File: config.mk
export PLATFORM = sky130hd
export DESIGN_NAME = hazard_unit
export DESIGN_NICKNAME = d
export VERILOG_FILES = /design/src/rtl/hazard_unit.sv
export SDC_FILE = /design/constraint.sdc
export NUM_CORES = 1
export LEC_CHECK = 0
export BUFFER_PORTS_ARGS = -buffer_cell sky130_fd_sc_hd__buf_2
export CAP_MARGIN = 20
export CORE_MARGIN = 5
export CORE_UTILIZATION = 48
export DETAILED_ROUTE_END_ITERATION = 10
export PLACE_DENSITY = 0.84
export SLEW_MARGIN = 20
export SYNTH_ARGS = -nofsm -noshare
export SYNTH_HDL_FRONTEND = slang
export SYNTH_SLANG_ARGS = --single-unit
File: constraint.sdc
create_clock -name clk -period 1.89 [get_ports clk]
set_clock_uncertainty 0.05 [all_clocks]
set_input_delay 0.2835 -clock clk [delete_from_list [all_inputs] [get_ports clk]]
set_output_delay 0.2835 -clock clk [all_outputs]
set_load 0.01 [all_outputs]
File: src/rtl/hazard_unit.sv
// Pipeline hazard unit: operand forwarding, load-use and multi-cycle multiply
// stalls, control-flow flushes, and a saturating stall-cycle counter.
module hazard_unit #(
  parameter int MUL_LAT = 3
) (
  input  logic        clk,
  input  logic        reset,
  input  logic [3:0]  RA1D,
  input  logic [3:0]  RA2D,
  input  logic [3:0]  RA1E,
  input  logic [3:0]  RA2E,
  input  logic [3:0]  WA3E,
  input  logic [3:0]  WA3M,
  input  logic [3:0]  WA3W,
  input  logic        RegWriteM,
  input  logic        RegWriteW,
  input  logic        MemtoRegE,
  input  logic        MulOpE,
  input  logic        PCWrPendingF,
  input  logic        BranchTakenD,
  input  logic        PCSrcW,
  output logic [1:0]  ForwardAE,
  output logic [1:0]  ForwardBE,
  output logic        StallF,
  output logic        StallD,
  output logic        StallE,
  output logic        FlushD,
  output logic        FlushE,
  output logic        FlushM,
  output logic        MulBusyE,
  output logic [15:0] StallCount
);

  typedef enum logic [1:0] {IDLE, BUSY, LAST} state_t;

  // BUSY covers the cycles between the accepting IDLE cycle and the final LAST cycle.
  localparam logic [2:0] CNT_INIT = (MUL_LAT > 2) ? 3'(MUL_LAT - 3) : 3'd0;

  state_t      state, state_next;
  logic [2:0]  cnt, cnt_next;
  logic        mulstall;
  logic        ldrstall;
  logic [15:0] stall_count;

  // r15 is the PC and is never forwarded; Memory takes priority as the newer value.
  function automatic logic [1:0] fwd_sel(input logic [3:0] ra);
    logic [1:0] sel;
    sel = 2'b00;
    if (RegWriteM && (WA3M == ra) && (ra != 4'd15))
      sel = 2'b10;
    else if (RegWriteW && (WA3W == ra) && (ra != 4'd15))
      sel = 2'b01;
    return sel;
  endfunction

  assign ForwardAE = fwd_sel(RA1E);
  assign ForwardBE = fwd_sel(RA2E);
  assign ldrstall  = MemtoRegE && ((RA1D == WA3E) || (RA2D == WA3E));

  always_ff @(posedge clk or negedge reset) begin
    if (!reset) begin
      state <= IDLE;
      cnt   <= 3'd0;
    end else begin
      state <= state_next;
      cnt   <= cnt_next;
    end
  end

  always_comb begin
    state_next = state;
    cnt_next   = cnt;
    mulstall   = 1'b0;
    case (state)
      IDLE: begin
        if (MulOpE && (MUL_LAT > 1)) begin
          mulstall = 1'b1;
          if (MUL_LAT > 2) begin
            state_next = BUSY;
            cnt_next   = CNT_INIT;
          end else begin
            state_next = LAST;
          end
        end
      end
      BUSY: begin
        mulstall = 1'b1;
        if (cnt == 3'd0) begin
          state_next = LAST;
        end else begin
          cnt_next = cnt - 3'd1;
        end
      end
      LAST:    state_next = IDLE;
      default: state_next = IDLE;
    endcase
    // A redirect in Writeback kills any multiply in flight.
    if (PCSrcW || !reset) begin
      mulstall   = 1'b0;
      state_next = IDLE;
      cnt_next   = 3'd0;
    end
  end

  always_comb begin
    StallF = 1'b0;
    StallD = 1'b0;
    StallE = 1'b0;
    FlushD = 1'b0;
    FlushE = 1'b0;
    FlushM = 1'b0;
    if (mulstall) begin
      StallF = 1'b1;
      StallD = 1'b1;
      StallE = 1'b1;
      FlushM = 1'b1;
    end else begin
      StallF = ldrstall || PCWrPendingF;
      StallD = ldrstall;
      FlushD = PCWrPendingF || PCSrcW || BranchTakenD;
      FlushE = ldrstall || BranchTakenD || PCSrcW;
    end
  end

  assign MulBusyE = mulstall;

  always_ff @(posedge clk or negedge reset) begin
    if (!reset) begin
      stall_count <= 16'd0;
    end else if (StallF && (stall_count != 16'hFFFF)) begin
      stall_count <= stall_count + 16'd1;
    end
  end

  assign StallCount = stall_count;

endmodule

==> flow_summary.yaml, run 1 <==
finish:
  diodes: 0
  mostFrequentLayoutCells: "63 x buf_2, 21 x dfrtp_1, 19 x xor2_1, 13 x xnor2_1, 13 x buf_4"
  design_area_mm2: 0.00205
  fin_nets: 272
  syn_to_final_growth_pct: 30.8
  drive_above_1_share_pct: 45.0
  final_common_cell: "buf_2"
  fin_util_pct: 66.0
synthesis:
  ys_seq_area_share_pct: 33.5
  syn_area_mm2: 0.00157
  yosys-top-cells-area: "dfrtp_1 34%, xor2_1 11%, xnor2_1 7.3%"
  postSynthCellCount: 154
  syn_area_per_cell_um2: 10.2
  synth_ff_type: "dfrtp_1"
  synth_edf_count: 0
  synth_seq_cells: 21
  yosysWarnings: 0
  synth.largest_area_cell: "dfrtp_1"
  synth.distinct_cells: 37
  postSynth.asyncResetShare_pct: 100
  syn-num-nets: 194
  netlist.area_leader.share_pct: 33.5
timing:
  maxSlewHeadroom_pct: 72.8
  final.min_clock_period_ns: 1.81
  hold_violations: 0
  worst_pin_slew_ns: 0.406
  setup_ws_ns: 0.0794
  fin_tns_setup_ns: 0
  period_share_pct: 95.8
  slew_viol_final: 0
  final-setup-viol-count: 0
  fmax_mhz: 552
worst_setup_path:
  regToRegEndpoint: "StallCount[14]"
  crit_start: "state[1]"
  r2r_cells: 7
  r2r_setup_slack_ns: 0.08
  reg2reg_from: "state[1]"
  worstSetupPathType: "reg2reg"
  critPathSlowestCell: "dfrtp_1"
  startpoint_type: "flop"
  worstPathRequired_ns: 2.04
  slowest_delay_ns: 0.42
  worstSetupEndpointType: "flop"
  cp_data_arrival_time_ns: 1.96
  path_cells: "nor3b_2 -> o21ai_2 -> inv_2 -> nor2_4 -> buf_4 -> a211oi_2 -> mux2_1"
  cp_max_fo: 11
global_routing:
  grt_pass1_wl_um: 6110
  grt_use_total_pct: 17.3
  first_global_vias: 1470
  antenna_found_initial: 0
  grt_start_max_net_pins: 23
  grt.overflow.total: 0
hold_path:
  hold_start: "PCSrcW"
  whs_endpoint: "cnt[0]"
  holdPathStages: 4
  worstHoldPathType: "in2reg"
die:
  die_x_um: 67.1
  core_area_mm2: 0.00310
  rows: 20
  die_area_mm2: 0.00451
  initial_core_util_pct: 50.5
  dieHeight_um: 67.1
  pin_count: 64
clock_tree:
  cts-root-buf: "clkbuf_4"
  numCtsBuffers: 3
  cts_sinks: 21
  clkSlewWorstSetupHoldPaths_ns: 0.12
  cts_max_path_buffers: 2
  tritoncts: "yes"
  clock_latency_ns: 0.30
  cts_max_level: 1
drt:
  routed_wl_um: 3740
  detail-route-antenna-nets: 0
  vias: 1441
  viasPerCell: 5.24
  dr.pass1.iters: 4
  routedWlPerCell_um: 13.6
  drtIter0Drc: 25
  drc: 0
placed_design:
  post-place-ws_ns: -0.196
  io_buffers: 63
  place_congestion: 0.827
  dpl_cell_area_mm2: 0.00199
  dp.final_hpwl_um: 3050
run_status:
  status: "finished, final reports clean"
pwr:
  p_per_area_mw_per_mm2: 795
  total_leakage_power_nw: 0.957
  ir_worst_vdd_uv: 538
  p_total_mw: 1.63
flow_run:
  max-cap-violations: 0
==> cells in the mapped netlist, types with 2 or more instances <==
library cell and count:
a211oi_1 2, a211oi_2 9, a21oi_1 9, a31oi_1 2
and2_1 2, and4_1 2, buf_4 3, dfrtp_1 21
ha_1 3, inv_1 7, mux2_1 4, nand2_1 12
nand2b_1 3, nand3_1 6, nand4_1 5, nor2_1 8
nor3_1 3, nor4_4 2, o21ai_0 3, xnor2_1 13
xor2_1 19
==> layer usage <==
layer,up-vias,GRT usage (%),routed length [um]
met5,-,0,0
li1,703,-,-
met1,693,19.4,1560
met4,0,3.54,19
met3,2,2.36,196
met2,43,34.0,1970
==> final cells by class <==
cell class | count | area (um2)
fill | 254 | 1050
multi-input combinational | 121 | 987
sequential | 21 | 526
timing repair buffer | 77 | 423
tap | 44 | 55.1
inverter | 8 | 30.0
clock buffer | 3 | 22.5
clock inverter | 1 | 5.00
==> repair_timing <==
item,4_1_cts,5_1_grt
pin swaps,1,2
buffers inserted,2,0
endpoints found under the setup margin,5,2
hold endpoints to repair,21,0
resized for setup,1,1
hold buffers,1,0
==> cells by family after synthesis <==
logic type	count (synthesis)	synth area share, %
and+or+nand+nor	52	21.6
xor gates and xnor gates	32	17.9
AOI/OAI and AO/OA	30	17.7
DFF	21	33.5
buffers and inverters	12	4.07
muxes	4	2.88
adders and majority gates	3	2.40
==> registers in the layout, indices dropped and copies added (netlist names) <==
signal	flops
cnt	3
state	2
StallCount	16
==> worst max-delay path by stage <==
stage	endpoint	slack (ns)	cells past startpoint
finish	StallCount[14]	0.08	7
floorplan	StallCount[1]	0.12	6
CTS	StallCount[12]	0.07	7
global route	StallCount[12]	-0.0009	7
detailed placement	StallCount[12]	-0.20	7
global placement	StallCount[12]	-0.13	7
==> report_power, final <==
part           switching (mW)  internal, mW
sequential              0.121         0.570
clock                   0.141        0.0790
combinational           0.390         0.327
total                   0.652         0.976
==> worst max-delay path: cells and delay by family, from the launching register on <==
kind	cells	cell delay (ns)
buffers and inverters	2	0.27
DFF	1	0.42
muxes	1	0.34
AOI/OAI and AO/OA	2	0.35
and+or+nand+nor	2	0.27
==> stage by stage <==
step / instances / hold WS, ns
after floorplan: 154 / -0.0621
after global placement: 268 / 0.228
after detailed placement: 268 / 0.238
after CTS: 275 / 0.280
after global routing: 275 / 0.342
final: 275 / 0.293
Power figures use the tool's default switching activity.
==> inputs of run 2 (changes only) <==
==> constraint.sdc (replaced) <==
create_clock -name clk -period 1.89 [get_ports clk]
set_clock_uncertainty 0.05 [all_clocks]
set_input_delay 0.0945 -clock clk [delete_from_list [all_inputs] [get_ports clk]]
set_output_delay 0.0945 -clock clk [all_outputs]
set_load 0.01 [all_outputs]
==> run 2 against run 1 <==
Compared with the run above: clock power shrank 2%; sequential power grew 1%; register-to-register slack is essentially flat; worst setup slack lost 0.012 ns; fmax shrank 0.65%; routed wire length shrank 3.8%; non-clock buffer count shrank 5; global-route usage shrank 0.12 points; sequential share of layout area grew 0.30 points; critical path depth is the same; first-iteration DRC count shrank 20%; cell area shrank 1.2%.
==> flow_summary.yaml, run 2 (synthesized netlist as in run 1, its figures left out) <==
global_routing:
  gr-usage-met1_pct: 20.4
  grt_pass1_wl_um: 6010
  grt_use_total_pct: 17.2
  grt.overflow.total: 0
  antenna_found_initial: 0
  grtUsageMet2_pct: 31.4
  busiest_layer: "met2"
  first_global_vias: 1419
  grt_start_max_net_pins: 23
  met3_usage_pct: 1.69
hold_path:
  holdPathStages: 3
  whs_endpoint: "state[0]"
  hold_start: "MulOpE"
  worstHoldPathType: "in2reg"
clock_tree:
  cts_sinks: 21
  numCtsBuffers: 3
  clock_latency_ns: 0.30
  clkSlewWorstSetupHoldPaths_ns: 0.12
  cts-root-buf: "clkbuf_4"
  tritoncts: "yes"
  cts_max_level: 1
  cts_max_path_buffers: 2
finish:
  fillers: 267
  finalNonFillerCells: 270
  fin_nets: 267
  diodes: 0
  fin_util_pct: 65.2
  design_area_mm2: 0.00202
  final_common_cell: "buf_2"
  drive_above_1_share_pct: 43.8
  largest_reg_flops: 16
  mostFrequentLayoutCells: "63 x buf_2, 21 x dfrtp_1, 19 x xor2_1, 13 x xnor2_1, 12 x nand2_1"
  syn_to_final_growth_pct: 29.2
drt:
  routed_wl_um: 3600
  vias: 1398
  routedWlPerCell_um: 13.3
  viasPerCell: 5.18
  detail-route-antenna-nets: 0
  drc: 0
  drtIter0Drc: 20
  dr.pass1.iters: 4
worst_setup_path:
  path_cells: "nor3b_4 -> o21ai_2 -> inv_2 -> nor2_2 -> buf_12 -> a211oi_2 -> mux2_1"
  slowest_delay_ns: 0.43
  regToRegEndpoint: "StallCount[12]"
  worstPathRequired_ns: 2.04
  r2r_setup_slack_ns: 0.07
  r2r_cells: 7
  reg2reg_from: "state[1]"
  cp_max_fo: 16
  critPathSlowestCell: "dfrtp_1"
  worstSetupPathType: "reg2reg"
  worstSetupEndpointType: "flop"
  startpoint_type: "flop"
  cp_data_arrival_time_ns: 1.97
timing:
  whs_ns: 0.0656
  period_share_pct: 96.4
  fmax_mhz: 549
  worst_pin_slew_ns: 0.466
  hold_violations: 0
  final-setup-viol-count: 0
  maxSlewHeadroom_pct: 68.8
  setup_ws_ns: 0.0675
  final.min_clock_period_ns: 1.82
  slew_viol_final: 0
run_status:
  status: "finished, final reports clean"
placed_design:
  place_congestion: 0.823
  io_buffers: 63
  post-place-ws_ns: 0.0101
  placed_cells: 262
  dp.final_hpwl_um: 2960
  dpl_cell_area_mm2: 0.00195
pwr:
  p_per_area_mw_per_mm2: 788
  ir_worst_vdd_uv: 587
  total_leakage_power_nw: 0.937
die:
  die_area_mm2: 0.00451
  core_area_mm2: 0.00310
  die_x_um: 67.1
  initial_core_util_pct: 50.5
  pin_count: 64
  dieHeight_um: 67.1
  rows: 20
flow_run:
  max-cap-violations: 0
[run 2: how the worst max path moves through the flow]
stage	slack, ns	depth (start not counted)	startpoint	to
floorplan	0.12	6	StallCount[0]	StallCount[1]
global placement	0.12	7	state[1]	StallCount[12]
detailed placement	0.01	7	state[1]	StallCount[12]
CTS	0.01	7	state[1]	StallCount[12]
global route	-0.05	7	state[1]	StallCount[12]
finish	0.07	7	state[1]	StallCount[12]
[run 2: what timing repair did]
action / CTS / global route
gates resized for setup: 0 / 2
endpoints found under the setup margin: 1 / 3
pin swaps: 1 / 1
hold buffers: 1 / 0
buffers inserted: 0 / 3
endpoints found under the hold margin: 21 / 0
[run 2: metal layers]
metal	up-vias	part of all wire, %
met4	0	1.3
met3	5	5.9
met2	45	51
met1	657	41
met5	-	0
li1	691	-
[run 2: report_power, final]
part	switching, mW	internal [mW]
Combinational	0.369	0.312
Clock	0.136	0.0790
Sequential	0.129	0.570
[run 2: per-stage QoR]
step / TNS, ns / total power [mW]
3_5_place_dp: 0 / 1.39
5_1_grt: -0.0688 / 1.72
3_3_place_gp: 0 / 1.37
2_1_floorplan: 0 / 1.07
4_1_cts: 0 / 1.61
6_report: 0 / 1.59
[run 2: layout make-up]
| type | instances | area [um2] | share of cell area [%] |
|---|---|---|---|
| clock inverter | 1 | 5.00 | 0.247 |
| tap | 44 | 55.1 | 2.72 |
| clock buffer | 3 | 22.5 | 1.11 |
| sequential | 21 | 526 | 26.0 |
| timing repair buffer | 72 | 398 | 19.7 |
| multi-input combinational | 121 | 988 | 48.8 |
| inverter | 8 | 30.0 | 1.48 |
[run 2: critical path: cells and delay by family (launching register included)]
family | cells | cell delay, ns
AO/OA/AOI/OAI | 2 | 0.35
buffers and inverters | 2 | 0.25
flip-flops | 1 | 0.43
multiplexers | 1 | 0.35
AND/OR/NAND/NOR | 2 | 0.29
==> inputs of run 3 (changes only) <==
--- a/config.mk
+++ b/config.mk
@@ -11,6 +11,7 @@
 export CORE_UTILIZATION = 48
 export DETAILED_ROUTE_END_ITERATION = 10
 export PLACE_DENSITY = 0.84
+export RECOVER_POWER = 50
 export SLEW_MARGIN = 20
 export SYNTH_ARGS = -nofsm -noshare
 export SYNTH_HDL_FRONTEND = slang
==> run 3 against run 2 <==
Compared with the run above: core utilization decreased by 0.48 points; total power decreased by 0.86%; clock power about the same; critical path depth unchanged; largest cell class unchanged.
==> flow_summary.yaml, run 3 (synthesized netlist as in run 1, its figures left out) <==
die:
  pin_count: 64
  dieHeight_um: 67.1
  rows: 20
  die_area_mm2: 0.00451
  core_area_mm2: 0.00310
  die_x_um: 67.1
  initial_core_util_pct: 50.5
worst_setup_path:
  startpoint_type: "flop"
  worstSetupEndpointType: "flop"
  worstSetupPathType: "reg2reg"
  slowest_delay_ns: 0.43
  cp_data_arrival_time_ns: 1.96
  cp_max_fo: 16
  worstPathRequired_ns: 2.04
  path_cells: "nor3b_4 -> o21ai_2 -> inv_2 -> nor2_2 -> buf_12 -> a211oi_2 -> mux2_1"
  critPathSlowestCell: "dfrtp_1"
  r2r_cells: 7
finish:
  multi_input_area_um2: 988
  fillers: 275
  fin_util_pct: 64.8
  final_common_cell: "buf_2"
  diodes: 0
  finalNonFillerCells: 270
  mostFrequentLayoutCells: "51 x buf_2, 21 x dfrtp_1, 19 x xor2_1, 13 x xnor2_1"
  ff_latch_area_um2: 526
  largest_reg_flops: 16
  fin_nets: 267
  drive_above_1_share_pct: 38.5
  syn_to_final_growth_pct: 28.3
timing:
  fin_tns_setup_ns: 0
  period_share_pct: 96.0
  final-setup-viol-count: 0
  slew_viol_final: 0
  fmax_mhz: 551
  whs_ns: 0.0649
  final.min_clock_period_ns: 1.81
  maxSlewHeadroom_pct: 68.9
  hold_violations: 0
  worst_pin_slew_ns: 0.464
placed_design:
  io_buffers: 63
  placed_cells: 262
  dp.final_hpwl_um: 2960
  place_congestion: 0.823
drt:
  routed_wl_um: 3620
  drc: 0
  detail-route-antenna-nets: 0
  routedWlPerCell_um: 13.4
  vias: 1402
  dr.pass1.iters: 4
  drtIter0Drc: 34
  viasPerCell: 5.19
hold_path:
  worstHoldPathType: "in2reg"
  holdPathStages: 3
pwr:
  power_frac_seq_pct: 44.3
  p_per_area_mw_per_mm2: 787
  swShare_pct: 40.3
  switching_power_uw: 637
  p_total_mw: 1.58
  ir_worst_vdd_uv: 587
  total_leakage_power_nw: 0.899
  internal-power_uw: 944
  p_comb_share_pct: 42.1
  p_clk_share_pct: 13.7
global_routing:
  antenna_found_initial: 0
  first_global_vias: 1419
  grt.overflow.total: 0
  grt_use_total_pct: 17.2
  grt_pass1_wl_um: 6010
  grt_start_max_net_pins: 23
clock_tree:
  numCtsBuffers: 3
  clkSlewWorstSetupHoldPaths_ns: 0.12
  cts_max_level: 1
  cts-root-buf: "clkbuf_4"
  clock_latency_ns: 0.30
  tritoncts: "yes"
  cts_max_path_buffers: 2
  cts_sinks: 21
flow_run:
  max-cap-violations: 0
run_status:
  status: "finished, final reports clean"
==> run 3: power groups by stage <==
stage | combinational, mW | sequential, mW | clock [mW]
6_report | 0.665 | 0.700 | 0.216
5_1_grt | 0.742 | 0.722 | 0.244
4_1_cts | 0.688 | 0.699 | 0.226
3_5_place_dp | 0.679 | 0.710 | 0
3_3_place_gp | 0.663 | 0.702 | 0
2_1_floorplan | 0.308 | 0.763 | 0
==> run 3: repair_timing <==
action | 4_1_cts | 5_1_grt
hold buffers | 1 | 0
pin swaps | 1 | 1
cloned | 0 | 0
setup endpoints to repair | 1 | 3
resized for setup | 0 | 2
endpoints found under the hold margin | 21 | 0
setup buffers | 0 | 3
==> run 3: worst paths after layout <==
kind                       slack (ns)          start              to
hold reg to reg                  0.44  StallCount[4]   StallCount[4]
setup reg to reg                 0.08       state[1]  StallCount[12]
setup / recovery                 0.08       state[1]  StallCount[12]
min in group asynchronous        0.26          reset        state[1]
max in group asynchronous        1.32          reset   StallCount[1]
hold / removal                   0.06         MulOpE        state[0]
==> run 3: cell type report <==
| cell class | count | area share [%] |
|---|---|---|
| inverter | 8 | 1.49 |
| tap | 44 | 2.74 |
| multi-input combinational | 121 | 49.2 |
| clock buffer | 3 | 1.12 |
| sequential | 21 | 26.2 |
| clock inverter | 1 | 0.249 |
| timing repair buffer | 72 | 19.1 |
==> run 3: metrics by stage <==
| stage | worst slack (ns) | cell area (um2) |
|---|---|---|
| 2_1_floorplan | 0.124 | 1570 |
| 3_3_place_gp | 0.121 | 1950 |
| 3_5_place_dp | 0.0101 | 1950 |
| 4_1_cts | 0.0127 | 1990 |
| 5_1_grt | -0.0532 | 2010 |
| 6_report | 0.0751 | 2010 |
==> run 3: critical path: cells and delay by family (launching register included) <==
kind	cells	cell delay (ns)
AND/OR/NAND/NOR	2	0.29
AO/OA/AOI/OAI	2	0.34
buffers and inverters	2	0.25
flip-flops	1	0.43
multiplexers	1	0.34
==> run 3: per-layer routing <==
metal	routed length (um)	up-vias	global-route usage, %
li1	-	689	-
met3	225	5	1.69
met5	0	-	0
met4	48	0	6.84
met2	1860	52	31.4
met1	1490	656	20.4
